[config.mk]
export PLATFORM = sky130hd
export DESIGN_NAME = rtr_output_vc_sched
export DESIGN_NICKNAME = d
export VERILOG_FILES = /design/src/rtl/rtr_output_vc_sched.sv
export SDC_FILE = /design/constraint.sdc
export NUM_CORES = 1
export LEC_CHECK = 0
export CORE_UTILIZATION = 50
export CTS_CLUSTER_DIAMETER = 60
export DETAILED_ROUTE_END_ITERATION = 7
export PLACE_DENSITY = 0.82
export SLEW_MARGIN = 5
export SYNTH_ARGS = -nofsm -noshare
export SYNTH_HDL_FRONTEND = slang
export SYNTH_SLANG_ARGS = --single-unit
[constraint.sdc]
create_clock -name clk -period 4.25 [get_ports clk]
set_clock_uncertainty 0.1 [all_clocks]
set_input_delay 0.85 -clock clk [delete_from_list [all_inputs] [get_ports clk]]
set_output_delay 0.85 -clock clk [all_outputs]
set_load 0.02 [all_outputs]
[src/rtl/rtr_output_vc_sched.sv]
// rtr_output_vc_sched
// Per-output-port flit scheduler feeding the router's channel output stage.
// Each cycle at most one VC is picked round-robin from the VCs that have a
// flit ready and at least one downstream credit. Downstream credits are
// tracked per VC, and a link power-management "active" signal gates the
// output-stage registers when the port has been quiet long enough.
//
// Ports:
//   clk, reset        clock and synchronous active-high reset
//   vc_req            VC v has a flit ready at its head
//   vc_head, vc_tail  head/tail flags of each VC's front flit
//   vc_gnt            one-hot pop strobe back to the VCs (combinational)
//   flit_valid_out    a flit is sent this cycle
//   flit_head_out     head flag of the granted VC (0 without a grant)
//   flit_tail_out     tail flag of the granted VC (0 without a grant)
//   flit_sel_out_ovc  one-hot VC select into the output stage (same as vc_gnt)
//   credit_valid_in   a credit is returned from downstream this cycle
//   credit_vc_in      VC index of the returned credit
//   active            registered link / clock-gate enable
//   credit_err        sticky credit-overflow or bad-VC-index error

module rtr_output_vc_sched #(
   parameter int num_vcs      = 4,
   parameter int buffer_size  = 8,
   parameter int idle_timeout = 4,
   parameter int vc_idx_width = (num_vcs > 1) ? $clog2(num_vcs) : 1,
   parameter int cred_width   = $clog2(buffer_size + 1)
) (
   input  logic                    clk,
   input  logic                    reset,
   input  logic [num_vcs-1:0]      vc_req,
   input  logic [num_vcs-1:0]      vc_head,
   input  logic [num_vcs-1:0]      vc_tail,
   output logic [num_vcs-1:0]      vc_gnt,
   output logic                    flit_valid_out,
   output logic                    flit_head_out,
   output logic                    flit_tail_out,
   output logic [num_vcs-1:0]      flit_sel_out_ovc,
   input  logic                    credit_valid_in,
   input  logic [vc_idx_width-1:0] credit_vc_in,
   output logic                    active,
   output logic                    credit_err
);

   localparam int idle_width = $clog2(idle_timeout + 1);
   localparam logic [cred_width-1:0] cred_full = cred_width'(buffer_size);
   localparam logic [idle_width-1:0] idle_last = idle_width'(idle_timeout - 1);

   logic [cred_width-1:0]   cred [num_vcs];
   logic [vc_idx_width-1:0] ptr;
   logic [vc_idx_width-1:0] ptr_next;
   logic [idle_width-1:0]   idle_cnt;

   logic [num_vcs-1:0] eligible;
   logic [num_vcs-1:0] credit_hit;
   logic [num_vcs-1:0] overflow;
   logic               bad_vc;
   logic               outstanding;
   logic               act_ev;
   logic               found;
   int                 cand;
   int                 nxt;

   // A VC may be granted only when it has a flit, holds at least one
   // downstream credit, and the link is awake. Tying eligibility to active
   // is what keeps every combinational output at zero while the port sleeps.
   always_comb begin
      eligible = '0;
      for (int v = 0; v < num_vcs; v++) begin
         eligible[v] = vc_req[v] & (cred[v] != '0) & active;
      end
   end

   // Round-robin search starting at the pointer and wrapping around; the
   // first eligible VC wins. The pointer moves to one past the winner so the
   // winner becomes lowest priority next time.
   always_comb begin
      vc_gnt   = '0;
      found    = 1'b0;
      cand     = 0;
      nxt      = 0;
      ptr_next = ptr;
      for (int i = 0; i < num_vcs; i++) begin
         cand = int'(ptr) + i;
         if (cand >= num_vcs) begin
            cand = cand - num_vcs;
         end
         if (!found && eligible[cand]) begin
            found        = 1'b1;
            vc_gnt[cand] = 1'b1;
            nxt          = cand + 1;
            if (nxt >= num_vcs) begin
               nxt = 0;
            end
            ptr_next = vc_idx_width'(nxt);
         end
      end
   end

   // Decode the returned credit, flag out-of-range indices, and spot credits
   // arriving at an already-full counter. A credit that coincides with a
   // grant on the same VC nets out and is never an overflow.
   always_comb begin
      credit_hit  = '0;
      overflow    = '0;
      outstanding = 1'b0;
      for (int v = 0; v < num_vcs; v++) begin
         if (credit_valid_in && (credit_vc_in == vc_idx_width'(v))) begin
            credit_hit[v] = 1'b1;
         end
         overflow[v] = credit_hit[v] & ~vc_gnt[v] & (cred[v] == cred_full);
         if (cred[v] != cred_full) begin
            outstanding = 1'b1;
         end
      end
      bad_vc = credit_valid_in & ~(|credit_hit);
      act_ev = (|vc_req) | credit_valid_in | outstanding;
   end

   // The output stage sees the granted VC's flags, masked to zero when no VC
   // is granted.
   always_comb begin
      flit_valid_out   = |vc_gnt;
      flit_head_out    = |(vc_gnt & vc_head);
      flit_tail_out    = |(vc_gnt & vc_tail);
      flit_sel_out_ovc = vc_gnt;
   end

   // Per-VC credit counters. Grants consume a credit, returns restore one,
   // both together leave the count alone. Counters saturate at the buffer
   // depth, and any overflow or bad index latches credit_err until reset.
   always_ff @(posedge clk) begin
      if (reset) begin
         for (int v = 0; v < num_vcs; v++) begin
            cred[v] <= cred_full;
         end
         credit_err <= 1'b0;
      end else begin
         for (int v = 0; v < num_vcs; v++) begin
            if (credit_hit[v] && !vc_gnt[v]) begin
               if (cred[v] != cred_full) begin
                  cred[v] <= cred[v] + cred_width'(1);
               end
            end else if (vc_gnt[v] && !credit_hit[v]) begin
               cred[v] <= cred[v] - cred_width'(1);
            end
         end
         if (bad_vc || (|overflow)) begin
            credit_err <= 1'b1;
         end
      end
   end

   // Round-robin pointer advances only on a grant.
   always_ff @(posedge clk) begin
      if (reset) begin
         ptr <= '0;
      end else if (found) begin
         ptr <= ptr_next;
      end
   end

   // Link power management. Any request, credit return, or outstanding
   // credit keeps the link awake, so credits still in flight are never lost
   // to gating. After idle_timeout quiet edges the link goes to sleep; a new
   // request wakes it on the next edge.
   always_ff @(posedge clk) begin
      if (reset) begin
         active   <= 1'b0;
         idle_cnt <= '0;
      end else if (act_ev) begin
         active   <= 1'b1;
         idle_cnt <= '0;
      end else if (active) begin
         if (idle_cnt == idle_last) begin
            active   <= 1'b0;
            idle_cnt <= '0;
         end else begin
            idle_cnt <= idle_cnt + idle_width'(1);
         end
      end
   end

endmodule

==> summary.txt <==
Pwr
  – Cell Pwr Density: 692 nW/um^2
  – Pwr Total: approximately 2.1 mW
  – Combinational fraction of design power: about three quarters
  – P_int: between 1 and 1.5 mW
  – Sw Pwr: just under 1 mW
  – Worst IR Drop VDD: approximately 320 uV
  – Sequential power share: ~20%
  – Clock network power share: under 10%
  – Pleak: roughly 1.3 nW
  – Switch share: 46.5%

Setup path
  – Worst path required time: 3.30 ns
  – Data arrival, critical path: roughly 3.2 ns
  – WS Path Type: input port to primary output
  – Crit Path Max Fanout: 5
  – Worst Setup End Kind: primary output
  – FF-to-FF setup slack: between 0.2 and 0.25 ns
  – Startpoint types: input port

Synth
  – Cell Area, Synth: ~2200 um^2
  – Net Count, Synth: approximately 290
  – Main synth FF type: edfxtp_1
  – Synth top area share: 21.5%
  – Synth Register Bits: 23
  – Yosys warnings: 0
  – Yosys cell types: between 60 and 70
  – Dominant cells by area after synthesis: edfxtp_1 (21%), ha_1 (8.4%), dfxtp_1 (6.3%)
  – Fraction of registers with async set/reset: 0%
  – Sequential share of the synthesized area: 27.7%
  – Syn Inst Count: around 250
  – Area leader, netlist: edfxtp_1
  – Number of synthesized flops with an enable pin: 16
  – Avg Inst Size Synth: 8.81 um^2

Die
  – Chip width: between 60 and 70 um
  – Die Ht: 68.9 um
  – Initial Util: between 50% and 60%
  – Core ar.: 4140 um^2
  – Die area: about 4700 um^2
  – Rows: 23
  – I/O Pins: 30

Placement
  – Pre-CTS WS: -0.281 ns
  – Post-placement cell area: roughly 2900 um^2
  – PortBufs: 29
  – DP HPWL: 4670 um
  – RD Place Congestion: about 0.99
  – Cell count after placement: 366

Clocking
  – Num CTS Buffers: 3
  – Clk sink count: 23
  – CTS max path bufs: 2
  – Cts hold-fix bufs: 0
  – TritonCTS clock tree: done
  – Clock root buffer: clkbuf_8
  – H-tree levels: 1
  – Reg clk slew, reported paths: 0.08 ns
  – Clock Latency Late Sink: around 0.28 ns

Final layout
  – Layout Nets: roughly 360
  – Commonest non-fill, non-tap cell in the layout: buf_4
  – Most frequent cells in the layout: buf_4 (53), nand2_1 (25), inv_1 (20), edfxtp_1 (16)
  – Area Overhead vs Synth: 36.1%
  – Non-filler cells, final: ~380
  – Final instance area: between 3000 and 4000 um^2
  – Number of diodes: 0
  – Layout cells sized above 1: 29.8%
  – Fin util: 73.5%

Timing
  – Slew Viols, Final: 0
  – Final setup TNS: 0 ns
  – Hold_ws: a little under 0.4 ns
  – Max Freq: 0.239 GHz
  – Tightest Pin Transition: 0.800 ns
  – Hold Vio Cnt, Final: 0
  – Period utilization: slightly below 100%
  – # setup viols final: 0
  – Fin crit period: between 4 and 5 ns
  – Rel. slew slack: 45.9%
  – Worst setup margin: between 0.05 and 0.06 ns

Route
  – Vias: around 2300
  – Antenna viol nets, final: 0
  – Number of vias per cell: 6.13
  – Drt drc: 0
  – Routed length per instance: 17.0 um
  – Initial DRC count: about 190
  – Drt first pass iters: 7
  – Final wirelength: roughly 6400 um

Run status
  – Status: finished clean

Global routing
  – Total gr overflow: 0
  – Largest net degree at the start of global routing: 17
  – First-pass GRT wire length: 9450 um
  – Antenna violations before repair: 0
  – GRT Overall Usage: between 20% and 30%
  – Vias in the first global route: approximately 2000

Min path
  – HP Class: register to register

Flow run
  – Number of max-cap violations: 0
[cell type report]
type	count	area (um^2)
Clock buffer	3	41.3
Fill cell	308	1100
Tap cell	50	62.6
Clock inverter	1	5.00
Sequential cell	23	621
Multi-Input combinational cell	195	1550
Inverter	22	82.6
Timing Repair Buffer	82	686
[logic make-up after synthesis]
group | Yosys count | synth area share (%)
adders and majority gates | 18 | 11.1
buffers and inverters | 36 | 7.38
xor gates and xnor gates | 6 | 2.35
muxes | 9 | 4.70
DFF | 23 | 27.7
and+or+nand+nor | 103 | 26.3
AOI/OAI and AO/OA | 59 | 20.4
[power groups by stage]
| stage | logic [mW] | registers (mW) | clock network (mW) |
|---|---|---|---|
| 4_1_cts | 1.48 | 0.413 | 0.145 |
| 2_1_floorplan | 0.903 | 0.423 | 0 |
| 3_5_place_dp | 1.49 | 0.416 | 0 |
| 6_report | 1.54 | 0.419 | 0.148 |
| 3_3_place_gp | 1.44 | 0.412 | 0 |
| 5_1_grt | 1.67 | 0.430 | 0.156 |
[flip-flops by register name, summed over array words and instances, names as in the netlist]
signal	flops
ptr	2
idle_cnt	3
cred	16
credit_err	1
active	1
[worst paths after layout]
path / cells after the start / from / endpoint
hold / removal: 2 / idle_cnt[1]$_SDFFE_PP0P_ / idle_cnt[1]$_SDFFE_PP0P_
setup reg to reg: 16 / ptr[0]$_SDFFE_PP0P_ / cred[0][3]$_SDFFCE_PN1P_
hold reg to reg: 2 / idle_cnt[1]$_SDFFE_PP0P_ / idle_cnt[1]$_SDFFE_PP0P_
setup / recovery: 10 / vc_req[0] / flit_valid_out
[worst max-delay path, cell delays in order]
cell,delay [ns]
clkdlybuf4s50_1,0.49
o41ai_2,0.13
o32ai_2,0.19
o21ai_2,0.27
buf_4,0.16
o311ai_1,0.10
o22ai_2,0.23
inv_2,0.11
or4_1,0.53
clkbuf_2,0.17
[cells in the mapped netlist, types with 3 or more instances]
| master | n |
|---|---|
| nor2_1 | 11 |
| buf_4 | 4 |
| nand4b_1 | 4 |
| a21oi_1 | 8 |
| a31oi_1 | 4 |
| nand2_1 | 25 |
| nand4_1 | 4 |
| mux2i_1 | 6 |
| nor4_1 | 6 |
| a21o_1 | 3 |
| nand3b_1 | 4 |
| o22ai_1 | 6 |
| inv_1 | 20 |
| and2_1 | 4 |
| o21a_1 | 4 |
| nand3_1 | 7 |
| edfxtp_1 | 16 |
| fa_1 | 3 |
| nand2b_1 | 6 |
| buf_2 | 6 |
| clkbuf_1 | 3 |
| o41ai_1 | 3 |
| dfxtp_1 | 7 |
| xor2_1 | 5 |
| nor3_1 | 14 |
| nor4_2 | 3 |
| ha_1 | 15 |
| o21ai_0 | 5 |
| and3_1 | 3 |
[layer usage]
layer | up-vias | share of wire (%) | global-route usage, %
li1 | 1099 | - | -
met1 | 1102 | 41 | 33.5
met2 | 90 | 50 | 47.9
met3 | 13 | 7.2 | 2.96
met4 | 0 | 2.0 | 9.44
met5 | - | 0 | 0
[timing repair]
action	in CTS	in global routing
pin swaps	2	6
resized for setup	15	24
buffers inserted	0	6
setup endpoints to repair	11	10
Power figures use the tool's default switching activity.
